### config.mk
export PLATFORM = sky130hd
export DESIGN_NAME = dl_fpu_issue_ctrl_flat
export DESIGN_NICKNAME = d
export VERILOG_FILES = /design/src/rtl/dl_fpu_issue_ctrl_pkg.sv /design/src/rtl/dl_fpu_issue_ctrl_if.sv /design/src/rtl/dl_fpu_issue_ctrl_instr_enc.sv /design/src/rtl/dl_fpu_issue_ctrl.sv /design/src/flat_wrapper.sv
export SDC_FILE = /design/constraint.sdc
export NUM_CORES = 1
export LEC_CHECK = 0
export ABC_AREA = 1
export BUFFER_PORTS_ARGS = -buffer_cell sky130_fd_sc_hd__buf_4
export CORE_AREA = 2 2 128 130
export DETAILED_ROUTE_END_ITERATION = 12
export DIE_AREA = 0 0 130 132
export MAX_ROUTING_LAYER = met4
export PLACE_DENSITY = 0.75
export SETUP_SLACK_MARGIN = 0.4
export SLEW_MARGIN = 40
export SYNTH_ARGS = -nofsm -noshare
export SYNTH_HDL_FRONTEND = slang
export SYNTH_SLANG_ARGS = --single-unit
### constraint.sdc
create_clock -name clk -period 8.2 [get_ports clk]
set_clock_uncertainty 0.15 [all_clocks]
set_input_delay 1.64 -clock clk [delete_from_list [all_inputs] [get_ports clk]]
set_output_delay 1.64 -clock clk [all_outputs]
set_load 0.005 [all_outputs]
### src/rtl/dl_fpu_issue_ctrl_pkg.sv
// Shared types and encoding constants for the DLFloat16 FPU issue controller
// and its instruction encoder.
package dl_fpu_pkg;

   typedef enum logic [4:0] {
      ADD     = 5'd0,
      SUB     = 5'd1,
      MUL     = 5'd2,
      DIV     = 5'd3,
      SQRT    = 5'd4,
      MADD    = 5'd5,
      MSUB    = 5'd6,
      SGNJ    = 5'd7,
      SGNJN   = 5'd8,
      SGNJX   = 5'd9,
      MIN     = 5'd10,
      MAX     = 5'd11,
      EQ      = 5'd12,
      LT      = 5'd13,
      LE      = 5'd14,
      CVT_I2F = 5'd15,
      CVT_F2I = 5'd16
   } fpu_op_e;

   localparam logic [4:0] F5_ADD     = 5'b00000;
   localparam logic [4:0] F5_SUB     = 5'b00001;
   localparam logic [4:0] F5_MUL     = 5'b00010;
   localparam logic [4:0] F5_DIV     = 5'b00011;
   localparam logic [4:0] F5_SQRT    = 5'b01011;
   localparam logic [4:0] F5_SGNJ    = 5'b00100;
   localparam logic [4:0] F5_MINMAX  = 5'b00101;
   localparam logic [4:0] F5_CMP     = 5'b10100;
   localparam logic [4:0] F5_CVT_I2F = 5'b11010;
   localparam logic [4:0] F5_CVT_F2I = 5'b11000;

   localparam logic [6:0] OPC_OP_FP = 7'b1010011;
   localparam logic [6:0] OPC_MADD  = 7'b1000011;
   localparam logic [6:0] OPC_MSUB  = 7'b1000111;
   localparam logic [1:0] FMT_DL16  = 2'b10;

   localparam logic [2:0] RM_RNE = 3'b000;
   localparam logic [2:0] RM_RTZ = 3'b001;
   localparam logic [2:0] RM_RDN = 3'b010;
   localparam logic [2:0] RM_RUP = 3'b011;
   localparam logic [2:0] RM_RMM = 3'b100;
   localparam logic [2:0] RM_DYN = 3'b111;

   localparam int FLAG_NV = 4;
   localparam int FLAG_DZ = 3;
   localparam int FLAG_OF = 2;
   localparam int FLAG_UF = 1;
   localparam int FLAG_NX = 0;

   localparam logic [31:0] CANON_NAN = 32'h0000_7FFF;

   // FP operands live in the low half; the upper half is forced to zero.
   function automatic logic [31:0] fp_operand(input logic [31:0] x);
      return {16'h0000, x[15:0]};
   endfunction

   function automatic logic op_uses_b(input logic [4:0] op);
      return !(op == SQRT || op == CVT_I2F || op == CVT_F2I);
   endfunction

   function automatic logic op_uses_c(input logic [4:0] op);
      return (op == MADD || op == MSUB);
   endfunction

endpackage

### src/rtl/dl_fpu_issue_ctrl_if.sv
// Request/response and FPU-side bus of the DLFloat16 issue controller.
interface dl_fpu_issue_ctrl_if #(
   parameter int TAG_W = 4
);
   import dl_fpu_pkg::*;

   // Valid/ready: a beat transfers on a rising edge where valid && ready; once
   // raised, valid and its payload hold until that edge.
   logic             req_valid;
   logic             req_ready;
   logic [4:0]       req_op;
   logic [2:0]       req_rm;
   logic [31:0]      req_a;
   logic [31:0]      req_b;
   logic [31:0]      req_c;
   logic [TAG_W-1:0] req_tag;
   logic [2:0]       frm;
   logic             fflags_clr;
   logic [31:0]      fpu_instr;
   logic [31:0]      fpu_op1;
   logic [31:0]      fpu_op2;
   logic [31:0]      fpu_op3;
   logic [31:0]      fpu_result;
   logic [4:0]       fpu_excep;
   logic             resp_valid;
   logic             resp_ready;
   logic [31:0]      resp_result;
   logic [4:0]       resp_flags;
   logic             resp_illegal;
   logic [TAG_W-1:0] resp_tag;
   logic [4:0]       fflags;

   modport slave (
      input  req_valid, req_op, req_rm, req_a, req_b, req_c, req_tag, frm, fflags_clr,
             fpu_result, fpu_excep, resp_ready,
      output req_ready, fpu_instr, fpu_op1, fpu_op2, fpu_op3,
             resp_valid, resp_result, resp_flags, resp_illegal, resp_tag, fflags
   );

   modport master (
      output req_valid, req_op, req_rm, req_a, req_b, req_c, req_tag, frm, fflags_clr,
             fpu_result, fpu_excep, resp_ready,
      input  req_ready, fpu_instr, fpu_op1, fpu_op2, fpu_op3,
             resp_valid, resp_result, resp_flags, resp_illegal, resp_tag, fflags
   );

endinterface

### src/rtl/dl_fpu_issue_ctrl_instr_enc.sv
// Combinational encoder: abstract op + resolved rounding mode -> OP-FP / R4
// instruction word, plus an illegal flag for unencodable requests.
module dl_fpu_instr_enc
   import dl_fpu_pkg::*;
(
   input  logic [4:0]  op_i,
   input  logic [2:0]  rm_i,
   output logic [31:0] instr_o,
   output logic        illegal_o
);

   logic [4:0] funct5;
   logic [2:0] sub_sel;
   logic       is_r4;
   logic [6:0] r4_opc;

   always_comb begin
      funct5  = F5_ADD;
      sub_sel = rm_i;
      is_r4   = 1'b0;
      r4_opc  = OPC_MADD;
      case (op_i)
         ADD:     funct5 = F5_ADD;
         SUB:     funct5 = F5_SUB;
         MUL:     funct5 = F5_MUL;
         DIV:     funct5 = F5_DIV;
         SQRT:    funct5 = F5_SQRT;
         MADD:    begin is_r4 = 1'b1; r4_opc = OPC_MADD; end
         MSUB:    begin is_r4 = 1'b1; r4_opc = OPC_MSUB; end
         SGNJ:    begin funct5 = F5_SGNJ;   sub_sel = 3'b000; end
         SGNJN:   begin funct5 = F5_SGNJ;   sub_sel = 3'b001; end
         SGNJX:   begin funct5 = F5_SGNJ;   sub_sel = 3'b010; end
         MIN:     begin funct5 = F5_MINMAX; sub_sel = 3'b000; end
         MAX:     begin funct5 = F5_MINMAX; sub_sel = 3'b001; end
         EQ:      begin funct5 = F5_CMP;    sub_sel = 3'b010; end
         LT:      begin funct5 = F5_CMP;    sub_sel = 3'b001; end
         LE:      begin funct5 = F5_CMP;    sub_sel = 3'b000; end
         CVT_I2F: funct5 = F5_CVT_I2F;
         CVT_F2I: funct5 = F5_CVT_F2I;
         default: funct5 = F5_ADD;
      endcase
      // R4 form carries rs3=3 where R-type carries funct5.
      if (is_r4)
         instr_o = {5'd3, FMT_DL16, 5'd2, 5'd1, rm_i, 5'd0, r4_opc};
      else
         instr_o = {funct5, FMT_DL16, 5'd2, 5'd1, sub_sel, 5'd0, OPC_OP_FP};
   end

   // rm 111 after resolution means frm itself was DYN, which is also reserved.
   assign illegal_o = (op_i > CVT_F2I) || (rm_i == 3'b101) || (rm_i == 3'b110) ||
                      (rm_i == RM_DYN);

endmodule

### src/rtl/dl_fpu_issue_ctrl.sv
// DLFloat16 FPU issue controller: encodes requests, waits the FPU latency and
// returns tagged results. Optional macro DL_FPU_CANON_NAN_EN canonicalises invalid results.
module dl_fpu_issue_ctrl
   import dl_fpu_pkg::*;
#(
   parameter int LATENCY = 1,
   parameter int TAG_W   = 4
) (
   input  logic               clk,
   input  logic               rst,
   dl_fpu_issue_ctrl_if.slave bus,
   output logic [1:0]         state_o
);

   localparam logic [1:0] ST_IDLE = 2'd0;
   localparam logic [1:0] ST_EXEC = 2'd1;
   localparam logic [1:0] ST_RESP = 2'd2;
   localparam logic [3:0] LAT4    = 4'(LATENCY);

   logic [1:0]       state_q, state_d;
   logic [3:0]       cnt_q, cnt_d;
   logic [31:0]      instr_q, instr_d, op1_q, op1_d, op2_q, op2_d, op3_q, op3_d;
   logic             resp_valid_q, resp_valid_d, resp_illegal_q, resp_illegal_d;
   logic [31:0]      resp_result_q, resp_result_d;
   logic [4:0]       resp_flags_q, resp_flags_d, fflags_q, fflags_d;
   logic [TAG_W-1:0] resp_tag_q, resp_tag_d;

   logic [2:0]  rm_res;
   logic [31:0] enc_instr, cap_result;
   logic        enc_illegal;

   assign rm_res = (bus.req_rm == RM_DYN) ? bus.frm : bus.req_rm;

   dl_fpu_instr_enc u_enc (
      .op_i      (bus.req_op),
      .rm_i      (rm_res),
      .instr_o   (enc_instr),
      .illegal_o (enc_illegal)
   );

   always_comb begin
      cap_result = bus.fpu_result;
`ifdef DL_FPU_CANON_NAN_EN
      if (bus.fpu_excep[FLAG_NV]) cap_result = CANON_NAN;
`endif
   end

   always_comb begin
      state_d        = state_q;
      cnt_d          = cnt_q;
      instr_d        = instr_q;
      op1_d          = op1_q;
      op2_d          = op2_q;
      op3_d          = op3_q;
      resp_valid_d   = resp_valid_q;
      resp_result_d  = resp_result_q;
      resp_flags_d   = resp_flags_q;
      resp_illegal_d = resp_illegal_q;
      resp_tag_d     = resp_tag_q;
      fflags_d       = bus.fflags_clr ? 5'b0 : fflags_q;
      case (state_q)
         ST_IDLE: if (bus.req_valid) begin
            resp_tag_d = bus.req_tag;
            if (enc_illegal) begin
               state_d        = ST_RESP;
               resp_valid_d   = 1'b1;
               resp_result_d  = '0;
               resp_flags_d   = '0;
               resp_illegal_d = 1'b1;
            end else begin
               state_d = ST_EXEC;
               cnt_d   = LAT4;
               instr_d = enc_instr;
               op1_d   = (bus.req_op == CVT_I2F) ? bus.req_a : fp_operand(bus.req_a);
               op2_d   = op_uses_b(bus.req_op) ? fp_operand(bus.req_b) : '0;
               op3_d   = op_uses_c(bus.req_op) ? fp_operand(bus.req_c) : '0;
            end
         end
         // Counter runs LATENCY..0; capture on the edge after it sits at 0,
         // giving a response LATENCY+1 edges after the accept.
         ST_EXEC: if (cnt_q == 4'd0) begin
            state_d        = ST_RESP;
            resp_valid_d   = 1'b1;
            resp_result_d  = cap_result;
            resp_flags_d   = bus.fpu_excep;
            resp_illegal_d = 1'b0;
            fflags_d       = fflags_d | bus.fpu_excep;
         end else begin
            cnt_d = cnt_q - 4'd1;
         end
         ST_RESP: if (bus.resp_ready) begin
            state_d      = ST_IDLE;
            resp_valid_d = 1'b0;
         end
         default: state_d = ST_IDLE;
      endcase
   end

   always_ff @(posedge clk or posedge rst) begin
      if (rst) begin
         state_q        <= ST_IDLE;
         cnt_q          <= '0;
         instr_q        <= '0;
         op1_q          <= '0;
         op2_q          <= '0;
         op3_q          <= '0;
         resp_valid_q   <= 1'b0;
         resp_result_q  <= '0;
         resp_flags_q   <= '0;
         resp_illegal_q <= 1'b0;
         resp_tag_q     <= '0;
         fflags_q       <= '0;
      end else begin
         state_q        <= state_d;
         cnt_q          <= cnt_d;
         instr_q        <= instr_d;
         op1_q          <= op1_d;
         op2_q          <= op2_d;
         op3_q          <= op3_d;
         resp_valid_q   <= resp_valid_d;
         resp_result_q  <= resp_result_d;
         resp_flags_q   <= resp_flags_d;
         resp_illegal_q <= resp_illegal_d;
         resp_tag_q     <= resp_tag_d;
         fflags_q       <= fflags_d;
      end
   end

   assign bus.req_ready    = (state_q == ST_IDLE);
   assign bus.fpu_instr    = instr_q;
   assign bus.fpu_op1      = op1_q;
   assign bus.fpu_op2      = op2_q;
   assign bus.fpu_op3      = op3_q;
   assign bus.resp_valid   = resp_valid_q;
   assign bus.resp_result  = resp_result_q;
   assign bus.resp_flags   = resp_flags_q;
   assign bus.resp_illegal = resp_illegal_q;
   assign bus.resp_tag     = resp_tag_q;
   assign bus.fflags       = fflags_q;
   assign state_o          = state_q;

endmodule

### src/flat_wrapper.sv
// flat-port wrapper written by rule: the top's interface ports become plain ports
module dl_fpu_issue_ctrl_flat import dl_fpu_pkg::*;
#(
   parameter int LATENCY = 1,
   parameter int TAG_W   = 4
)
  (clk, rst, state_o, bus_req_valid, bus_req_op, bus_req_rm, bus_req_a, bus_req_b, bus_req_c, bus_req_tag, bus_frm, bus_fflags_clr, bus_fpu_result, bus_fpu_excep, bus_resp_ready, bus_req_ready, bus_fpu_instr, bus_fpu_op1, bus_fpu_op2, bus_fpu_op3, bus_resp_valid, bus_resp_result, bus_resp_flags, bus_resp_illegal, bus_resp_tag, bus_fflags);
  dl_fpu_issue_ctrl_if #(.TAG_W(TAG_W)) bus_i ();
  input  logic clk;
  input  logic rst;
  output logic [1:0] state_o;
  input wire logic [$bits(bus_i.req_valid)-1:0] bus_req_valid;
  input wire logic [$bits(bus_i.req_op)-1:0] bus_req_op;
  input wire logic [$bits(bus_i.req_rm)-1:0] bus_req_rm;
  input wire logic [$bits(bus_i.req_a)-1:0] bus_req_a;
  input wire logic [$bits(bus_i.req_b)-1:0] bus_req_b;
  input wire logic [$bits(bus_i.req_c)-1:0] bus_req_c;
  input wire logic [$bits(bus_i.req_tag)-1:0] bus_req_tag;
  input wire logic [$bits(bus_i.frm)-1:0] bus_frm;
  input wire logic [$bits(bus_i.fflags_clr)-1:0] bus_fflags_clr;
  input wire logic [$bits(bus_i.fpu_result)-1:0] bus_fpu_result;
  input wire logic [$bits(bus_i.fpu_excep)-1:0] bus_fpu_excep;
  input wire logic [$bits(bus_i.resp_ready)-1:0] bus_resp_ready;
  output wire logic [$bits(bus_i.req_ready)-1:0] bus_req_ready;
  output wire logic [$bits(bus_i.fpu_instr)-1:0] bus_fpu_instr;
  output wire logic [$bits(bus_i.fpu_op1)-1:0] bus_fpu_op1;
  output wire logic [$bits(bus_i.fpu_op2)-1:0] bus_fpu_op2;
  output wire logic [$bits(bus_i.fpu_op3)-1:0] bus_fpu_op3;
  output wire logic [$bits(bus_i.resp_valid)-1:0] bus_resp_valid;
  output wire logic [$bits(bus_i.resp_result)-1:0] bus_resp_result;
  output wire logic [$bits(bus_i.resp_flags)-1:0] bus_resp_flags;
  output wire logic [$bits(bus_i.resp_illegal)-1:0] bus_resp_illegal;
  output wire logic [$bits(bus_i.resp_tag)-1:0] bus_resp_tag;
  output wire logic [$bits(bus_i.fflags)-1:0] bus_fflags;
  assign bus_i.req_valid = bus_req_valid;
  assign bus_i.req_op = bus_req_op;
  assign bus_i.req_rm = bus_req_rm;
  assign bus_i.req_a = bus_req_a;
  assign bus_i.req_b = bus_req_b;
  assign bus_i.req_c = bus_req_c;
  assign bus_i.req_tag = bus_req_tag;
  assign bus_i.frm = bus_frm;
  assign bus_i.fflags_clr = bus_fflags_clr;
  assign bus_i.fpu_result = bus_fpu_result;
  assign bus_i.fpu_excep = bus_fpu_excep;
  assign bus_i.resp_ready = bus_resp_ready;
  assign bus_req_ready = bus_i.req_ready;
  assign bus_fpu_instr = bus_i.fpu_instr;
  assign bus_fpu_op1 = bus_i.fpu_op1;
  assign bus_fpu_op2 = bus_i.fpu_op2;
  assign bus_fpu_op3 = bus_i.fpu_op3;
  assign bus_resp_valid = bus_i.resp_valid;
  assign bus_resp_result = bus_i.resp_result;
  assign bus_resp_flags = bus_i.resp_flags;
  assign bus_resp_illegal = bus_i.resp_illegal;
  assign bus_resp_tag = bus_i.resp_tag;
  assign bus_fflags = bus_i.fflags;
  dl_fpu_issue_ctrl #(.LATENCY(LATENCY), .TAG_W(TAG_W)) u_core (.clk(clk), .rst(rst), .bus(bus_i), .state_o(state_o));
endmodule
==> impl_results.md <==
- Status: finished, final reports clean
- Final estimated routing congestion in global placement: 0.8005
- Count of buffers added by post-CTS timing repair for setup: 0
- Power after layout: roughly 2600 µW
- Avg WL per Cell: ~13 µm
- R2R setup slack: 5750 ps
- Fraction of registers with async set or reset after synthesis: 100.0%
- Buffer levels on the longest clock path: 2
- Startpoint class of the critical path: input port
- Cell at the root of the clock tree: clkbuf_16
- Net switching component of the power: 802.1 µW
- Design internal power: 1755 µW
- Layout overhead on the synthesized area: 40.12%
- Number of cell instances on the worst register-to-register path: 7
- # diodes: 0
- Static leakage: 0.004370 µW
- Die height: ~130 µm
- Initial standard-cell utilization of the core: 37.65%
- Source of the worst register-to-register timing path: u_core.state_o[1]
- CTS-repair resized insts: 0
- Final number of setup-violating endpoints: 0
- Most used DFF post-synth: dfrtp_1
- Fill count: 1453
- Number of nets with antenna violations after detailed routing: 0
- Via count: 4926
- Overall routed net length: 15220 µm
- Post-detail-place hpwl: 10860 µm
- Achievable Freq: a little under 0.3 GHz
- Capture instance of the worst register-to-register path: u_core.bus.fpu_instr[31]
- Sequential element share of the synthesized area: 54.57%
- CTS tree: done
- Layout cells sized above 1: a little over a third
- Initial antenna violation count: 0
- Number of warning messages in the yosys log: 0
- Total clock buffers created by CTS: 17
- Violation count after the first detailed-route iteration: 260
- Area of the mapped netlist: 5916 µm²
- Sequential share of power: 37.0%
- Net switching fraction of the power: a little under a third
- Slew at the pin closest to its max-slew limit: 707.4 ps
- Most frequent cells in the layout: 280 x nand2_1, 252 x buf_4, 129 x dfrtp_1
- Core area: 15710 µm²
- Worst-skew pair later-pin latency: 420 ps
- Slew headroom: between 50% and 60%
- Most common cell after layout, fill and taps aside: nand2_1
- Timing startpoint of the critical path: bus_req_op[0]
- Post-synthesis area per instance: 8.725 µm²
- Maximum number of pins on one net before global-route repair: 93
- Cts-stage hold buffer count: 0
- Ports placed on the boundary: 332
- Power per Cell Area: 308.5 nW/µm²
- Count of buffers from port buffering: 251
- Grt ovf: 0
- Required arrival time at the worst endpoint: 8400 ps
- EDFF count, synth: 0
- H-tree Lvls: 4
- Portion of total power attributed to combinational logic: 31.2%
- Setup tns final: 0 ps
- Critical path start-end classification: input port to register
- CP Cell Sequence: buf_4 > nor2_2 > inv_2 > o21ai_2 > nand3_4 > inv_1 > o21ai_0 > nand2_1
- # rows: 46
- Overall die width: 130 µm
- Pre-antenna DRT Iters: 4
- Global-route wire length before repair: between 20000 and 25000 µm
- Type of the worst min-delay path: register to register
- Die outline area: between 15000 and 20000 µm²
- Number of global-route vias before repair: 4612
- GR Util All Layers: 18.37%
- Routed via count divided by cell count: 4.306
- Largest incremental delay on the critical path: roughly 670 ps
- Number of max-slew violations in the final report: 0
- Syn Inst Count: 678
- Number of register bits inferred by synthesis: 129
- Slowest cell on crit path: inv_1
- Category of the worst setup path capture point: register
- Endpoint of the most critical setup path: u_core.bus.fpu_instr[31]
- Crit path max fanout: 39
- Clock sink total: 129
- Final period utilization: 41.89%
- Final min period: 3435 ps
- Total count of hold-check failures in the final report: 0
- Number of design rule violations left after detail routing: 0
- Maximum ir drop on the vdd rail: 0.0001373 V
- RSZ-0062 raised after global routing: false
- Clock edge transition at the registers on the reported setup and hold paths: 60 ps
- Nets: 1070
- Distinct cells, synth: 32
- Max Cap Violations: 0
- Crit path DAT: 3640 ps
- Clock share of power: a little under a third
==> routing by layer <==
layer,vias up,wire [µm],GRT usage [%]
li1,2509,-,-
met1,2204,6303,21.40
met2,178,7572,29.58
met3,35,834,4.302
met4,0,509,9.140
met5,-,0,-
==> logic make-up (layout without fill, tap and decap cells) <==
family                     after synthesis  after routing  synth area share (%)
AOI/OAI and AO/OA                      103            103                 9.729
adders and majority gates                2              2                0.4229
DFF                                    129            129                 54.57
xor gates and xnor gates                 2              2                0.2962
other                                    1             48               0.06339
buffers and inverters                  115            318                 12.77
and+or+nand+nor                        326            326                 22.14
==> metrics by stage <==
stage | hold slack (ps) | utilization [%] | cells | setup slack (ps) | area, µm²
after floorplan | 315.4 | - | 725 | 2969 | 6092
after global placement | 306.0 | 48.65 | 1112 | 4275 | 7644
after detailed placement | 310.1 | 48.67 | 1112 | 4296 | 7647
after CTS | 325.0 | 52.72 | 1144 | 4713 | 8283
after global routing | 347.1 | 52.76 | 1144 | 4484 | 8289
final | 322.4 | 52.76 | 1144 | 4765 | 8289
==> worst max-delay path, delay by kind of cell <==
kind | cells | cell delay, ps
AO/OA/AOI/OAI | 2 | 420
buffers and inverters | 3 | 840
AND/OR/NAND/NOR | 3 | 710
==> how the worst min path moves through the flow <==
| stage | start | endpoint | slack [ps] | cells past startpoint |
|---|---|---|---|---|
| 6_report | u_core.bus.resp_flags[1] | u_core.bus.resp_flags[1] | 320 | 2 |
| 5_1_grt | u_core.bus.resp_flags[1] | u_core.bus.resp_flags[1] | 350 | 2 |
| 4_1_cts | u_core.bus.resp_flags[2] | u_core.bus.resp_flags[2] | 330 | 2 |
| 3_5_place_dp | u_core.bus.resp_flags[2] | u_core.bus.resp_flags[2] | 310 | 2 |
| 3_3_place_gp | u_core.bus.resp_flags[2] | u_core.bus.resp_flags[2] | 310 | 2 |
| 2_1_floorplan | u_core.bus.resp_flags[0] | u_core.bus.resp_flags[0] | 320 | 2 |
==> power by group through the flow <==
stage | Clock (µW) | Sequential (µW) | Combinational [µW]
5_1_grt | 853 | 971 | 896
3_3_place_gp | 0 | 949 | 798
3_5_place_dp | 0 | 955 | 811
2_1_floorplan | 0 | 967 | 394
4_1_cts | 829 | 948 | 815
6_report | 813 | 946 | 799
==> cell usage after synthesis, types with 2 or more instances <==
master,instances,area [µm²]
nor2_4,2,22.52
nor2_2,4,25.02
dfrtp_1,129,3228
o21ai_0,18,90.09
buf_6,11,123.9
inv_1,23,86.33
nor3_1,4,20.02
nand2_1,280,1051
nand3_2,2,20.02
nand4_1,2,12.51
a21oi_1,3,15.01
buf_4,61,457.9
o21ai_2,12,105.1
nand3_1,12,60.06
nand2_2,3,18.77
or2_2,2,12.51
buf_2,7,35.03
o21ai_1,67,335.3
nor2_1,13,48.80
clkbuf_1,3,11.26
ha_1,2,25.02
inv_2,8,30.03
==> sequential cells by signal (all words and copies together), names as in the netlist, 2 cells and up <==
signal and flops:
u_core.bus.fpu_op2 16, u_core.bus.fflags 5, u_core.cnt_q 4, u_core.bus.fpu_op3 16
u_core.bus.resp_tag 4, u_core.bus.fpu_instr 11, u_core.bus.resp_flags 5, u_core.state_o 2
u_core.bus.fpu_op1 32, u_core.bus.resp_result 32
==> cell type report <==
type	count	area, µm²	share of cell area [%]
repair buffers	254	1914	23.09
multi-input cells	481	2116	25.52
clock buffers	19	452.9	5.464
flip-flops and latches	129	3228	38.94
well taps	216	270.3	3.260
inverters	32	125.1	1.509
clock inverters	13	182.7	2.204
(Power assumes the default switching activity.)
